## config.mk

```make
export PLATFORM = sky130hd
export DESIGN_NAME = fifo_burst_reader
export DESIGN_NICKNAME = d
export VERILOG_FILES = /design/src/rtl/fifo_burst_reader.sv
export SDC_FILE = /design/constraint.sdc
export NUM_CORES = 1
export LEC_CHECK = 0
export ABC_AREA = 0
export BUFFER_PORTS_ARGS = -buffer_cell sky130_fd_sc_hd__buf_4
export CORE_MARGIN = 2
export CORE_UTILIZATION = 45
export DETAILED_ROUTE_END_ITERATION = 8
export PLACE_DENSITY = 0.75
export RECOVER_POWER = 25
export SYNTH_ARGS = -nofsm -noshare
export SYNTH_HDL_FRONTEND = slang
export SYNTH_SLANG_ARGS = --single-unit
```

## constraint.sdc

```tcl
create_clock -name fifo_clk -period 1.8 [get_ports fifo_clk]
set_clock_uncertainty 0.15 [all_clocks]
set_input_delay 0.09 -clock fifo_clk [delete_from_list [all_inputs] [get_ports fifo_clk]]
set_output_delay 0.09 -clock fifo_clk [all_outputs]
set_load 0.02 [all_outputs]
```

## src/rtl/fifo_burst_reader.sv

```systemverilog
// Drains a fall-through FIFO into fixed-length valid/ready bursts, flagging the last word of each.
// Latency: start condition at N -> first pop N+1 -> m_valid N+2. m_ready low stalls pops and holds the output word.
module fifo_burst_reader #(
  parameter int DATA_WIDTH = 8,
  parameter int FIFO_DEPTH = 8,
  parameter int CNT_WIDTH  = $clog2(FIFO_DEPTH) + 1,
  parameter int BURST_LEN  = 4,
  parameter int TIMEOUT    = 16
) (
  input  logic                  fifo_clk,
  input  logic                  fifo_rst,
  output logic                  fifo_ren,
  input  logic [DATA_WIDTH-1:0] fifo_rdata,
  input  logic                  fifo_empty,
  input  logic [CNT_WIDTH-1:0]  fifo_data_count,
  output logic                  m_valid,
  input  logic                  m_ready,
  output logic [DATA_WIDTH-1:0] m_data,
  output logic                  m_last,
  output logic                  m_partial,
  output logic                  burst_active
);

  localparam int IW = (TIMEOUT > 0) ? $clog2(TIMEOUT + 1) : 1;
  localparam logic [CNT_WIDTH-1:0] BL_C = CNT_WIDTH'(BURST_LEN);
  localparam logic [IW-1:0]        TO_C = IW'(TIMEOUT);

  typedef enum logic {IDLE = 1'b0, XFER = 1'b1} state_t;

  state_t                state_q, state_d;
  logic [CNT_WIDTH-1:0]  remaining_q, remaining_d;
  logic [IW-1:0]         idle_cnt_q, idle_cnt_d;
  logic                  m_valid_q, m_valid_d;
  logic [DATA_WIDTH-1:0] m_data_q, m_data_d;
  logic                  m_last_q, m_last_d;
  logic                  m_partial_q, m_partial_d;
  logic                  hs;

  assign hs = m_valid_q & m_ready;

  always_comb begin
    state_d     = state_q;
    remaining_d = remaining_q;
    idle_cnt_d  = idle_cnt_q;
    m_valid_d   = m_valid_q;
    m_data_d    = m_data_q;
    m_last_d    = m_last_q;
    m_partial_d = m_partial_q;
    fifo_ren    = 1'b0;
    case (state_q)
      IDLE: begin
        // Full bursts win over the flush, so a snapshot never equals BURST_LEN.
        if (fifo_data_count >= BL_C) begin
          state_d     = XFER;
          remaining_d = BL_C;
          m_partial_d = 1'b0;
          idle_cnt_d  = '0;
        end else if ((TIMEOUT != 0) && (fifo_data_count != '0) && (idle_cnt_q == TO_C)) begin
          state_d     = XFER;
          remaining_d = fifo_data_count;
          m_partial_d = 1'b1;
          idle_cnt_d  = '0;
        end else if (fifo_data_count == '0) begin
          idle_cnt_d = '0;
        end else if (idle_cnt_q != TO_C) begin
          idle_cnt_d = idle_cnt_q + 1'b1;
        end
      end
      XFER: begin
        fifo_ren = (remaining_q != '0) & ~fifo_empty & (~m_valid_q | m_ready);
        if (fifo_ren) begin
          m_data_d    = fifo_rdata;
          m_valid_d   = 1'b1;
          m_last_d    = (remaining_q == CNT_WIDTH'(1));
          remaining_d = remaining_q - 1'b1;
        end else if (hs) begin
          m_valid_d = 1'b0;
          m_last_d  = 1'b0;
        end
        if (hs & m_last_q) begin
          state_d     = IDLE;
          m_partial_d = 1'b0;
        end
      end
      default: state_d = IDLE;
    endcase
  end

  always_ff @(posedge fifo_clk) begin
    if (fifo_rst) begin
      state_q     <= IDLE;
      remaining_q <= '0;
      idle_cnt_q  <= '0;
      m_valid_q   <= 1'b0;
      m_data_q    <= '0;
      m_last_q    <= 1'b0;
      m_partial_q <= 1'b0;
    end else begin
      state_q     <= state_d;
      remaining_q <= remaining_d;
      idle_cnt_q  <= idle_cnt_d;
      m_valid_q   <= m_valid_d;
      m_data_q    <= m_data_d;
      m_last_q    <= m_last_d;
      m_partial_q <= m_partial_d;
    end
  end

  assign m_valid      = m_valid_q;
  assign m_data       = m_data_q;
  assign m_last       = m_last_q;
  assign m_partial    = m_partial_q;
  assign burst_active = (state_q == XFER);

endmodule
```

==> impl_results.md <==
- Outcome: finished, violations left
- Failing checks: negative setup slack
- Vias in the first global route: 1151
- Skew-Pair Late Insertion Delay: 0.31 ns
- Residual DRC: 0
- Top cells by count, synth: 23 x nand2_1, 21 x dfxtp_1, 15 x a21oi_1
- Initial antenna violation count: 0
- Max Slew Vio Count: 0
- Synth warn: 0
- Total CTS buffers: 3
- Number of routed nets with antenna violations: 0
- Ratio of cells with drive above 1 in the final layout: 0.366
- Starting density of the core: 0.480
- Crit end category: output port
- Cell at the slowest stage of the critical path: dfxtp_2
- Largest stage delay on the critical path: 0.36 ns
- Reg clk slew, reported paths: 0.12 ns
- Final worst setup slack: -0.0286 ns
- Ports: 29
- Register bit total from synthesis: 21
- Fin crit share: 1.02
- Power Internal: 730 uW
- DP Worst Slack: -0.0336 ns
- N_diodes: 0
- Synth area leaders: dfxtp_1 40%, nand2_1 8.1%, a21oi_1 7.1%, ha_1 4.7%, nor2_1 2.8%
- Rows: 17
- Hold_ws: 0.0189 ns
- Port Buf Inserts: 28
- Post-synth EDFFs: 0
- H-Tree Depth: 1
- Cells after DPL: 189
- Total Wirelength: 3100 um
- CP Data Required Time: 1.56 ns
- Via count: 1162
- Cell mode on critical path: buf_6
- Clk pwr share: 0.223
- Tightest Hold Check Type: primary input to register
- CTS tree: done
- Final Setup Violations: 1
- Finished Core Util: 0.717
- Slew Limit Headroom: 0.703
- Worst-Margin Slew: 0.439 ns
- DIE AREA: 2760 sq um
- Worst Path Buf+Inv: 4
- Most common cell in the netlist: nand2_1
- Worst EP arrival: 1.59 ns
- Total power draw: 1.05 mW
- Mean Syn Cell Area: 8.22 sq um
- Register area share after synthesis: 0.396
- Post-synth top flop: dfxtp_1
- VDD IR-drop max: 530 uV
- Die height: 52.6 um
- Sw frac: 0.305
- Post-Synthesis Net Count: 149
- Mapped cell area: 1060 sq um
- Root cell of the clock tree: clkbuf_4
- Crit-path leading delay family: simple AND/OR/NAND/NOR gates
- Yosys top cell by area: dfxtp_1
- Peak Freq: 547 MHz
- FFs w/ async S/R, synth: 0
- Worst Path Max Fanout: 2
- Final net count: 204
- Routability congestion estimate: 0.811
- Maximum number of pins on one net before global-route repair: 24
- Fin cells: 211
- Die span in x: 52.6 um
- Crit-path cells: inv_2 -> ha_4 -> nor3b_1 -> or3_4 -> clkinv_4 -> buf_6 -> buf_6
- DR iter-0 viols: 29
- Clock Path Buffers: 2
- Area delta synth->final: 49.5%
- Final Hold Fails: 0
- CP Launch Type: register
- Wire per inst: 14.7 um
- 1st-pass router iterations: 4
- Logic pwr share: 0.289
- First-pass GRT wire length: 4930 um
- Via density: 5.51
- WS Path Type: register to output port
- Overflow after GRT: 0
- Leak pwr: 0.633 nW
- Gate Count Post-Synth: 129
- Unique cell type count in the Yosys netlist: 34
- Seq pwr share: 0.487
- Yosys top cell area share: 0.396
- Psw: 320 uW
- Core box area: 2210 sq um
- DP HPWL: 1960 um
- Max-Cap Viols: 0
- RSZ-0062 raised after global routing: yes
- Clk sink count: 21
- Minimum clock period: 1.83 ns
- Pwr Density: 662 nW/um^2
- GRT Total Usage: 0.244
-- power groups by stage --
stage / combinational, mW / sequential (mW) / clock (mW)
3_3_place_gp: 0.226 / 0.517 / 0
5_1_grt: 0.326 / 0.515 / 0.253
2_1_floorplan: 0.115 / 0.534 / 0
4_1_cts: 0.294 / 0.510 / 0.234
6_report: 0.304 / 0.512 / 0.235
3_5_place_dp: 0.233 / 0.519 / 0
-- cell families (layout without fill, tap and decap cells) --
family                   after synthesis  count (layout)  share of synthesized area
AND/OR/NAND/NOR                       56              56                      0.264
AO/OA/AOI/OAI                         33              33                      0.218
flip-flops                            21              21                      0.396
buffers and inverters                 14              68                     0.0649
adder cells (fa/ha/maj)                4               4                     0.0472
multiplexers                           1               1                    0.00943
-- per-stage QoR --
step / instance area (sq um) / setup TNS [ns]
after CTS: 1570 / -0.129
after detailed placement: 1350 / -0.0336
final: 1590 / -0.0286
after global routing: 1590 / -0.247
after global placement: 1350 / 0
after floorplan: 1060 / 0
-- final cells by class --
| class | count | area, sq um |
|---|---|---|
| well taps | 28 | 35.0 |
| clock inverters | 1 | 5.00 |
| inverters | 8 | 35.0 |
| fillers | 159 | 626 |
| multi-input cells | 94 | 624 |
| repair buffers | 56 | 438 |
| flip-flops and latches | 21 | 427 |
| clock buffers | 3 | 22.5 |
-- flip-flops by register name, indices dropped and copies added, names as in the netlist --
signal	flops
burst_active	1
idle_cnt_q	5
m_data	8
m_last	1
m_partial	1
m_valid	1
remaining_q	4
-- final timing paths --
check / start / to / slack [ns] / depth (start not counted)
min: fifo_data_count[3] / m_partial / 0.02 / 3
min reg2reg: m_data[6] / m_data[6] / 0.32 / 2
max reg2reg: remaining_q[1] / remaining_q[3] / 0.02 / 8
max: remaining_q[1] / fifo_ren / -0.03 / 7
-- per-layer routing --
layer / wire, um / global-route usage / vias to the layer above
li1: - / - / 566
met1: 1240 / 0.268 / 539
met2: 1600 / 0.442 / 46
met3: 157 / 0.0343 / 11
met4: 102 / 0.141 / 0
met5: 0 / 0 / -
-- timing repair --
action,CTS,global route
endpoints found under the setup margin,5,19
setup buffers,6,2
hold buffers,10,0
cloned,0,0
pin swaps,2,5
gates resized for setup,12,9
hold endpoints to repair,16,0
-- tightest hold or removal path, delay by kind of cell --
kind            cells  cell delay (ns)
buf+inv             1             0.11
simple gates        1             0.06
compound gates      1             0.18
-- layout by cell type, fill, tap and decap left out, types with 2 or more instances in the layout --
| cell | n |
|---|---|
| nand2b_1 | 2 |
| inv_2 | 2 |
| buf_4 | 36 |
| buf_6 | 4 |
| clkbuf_1 | 6 |
| dfxtp_2 | 5 |
| dfxtp_1 | 16 |
| o21ba_2 | 2 |
| a41oi_1 | 2 |
| nand3b_1 | 3 |
| nor2_1 | 8 |
| nor3_1 | 5 |
| a22oi_1 | 2 |
| nor3b_1 | 2 |
| nor4_1 | 2 |
| nand2_1 | 22 |
| dlygate4sd3_1 | 10 |
| o21ai_0 | 3 |
| ha_1 | 3 |
| nand3_1 | 3 |
| a21oi_2 | 4 |
| clkbuf_4 | 3 |
| a21oi_1 | 11 |
| inv_1 | 5 |
No activity file was read; power rests on OpenSTA's default activity.
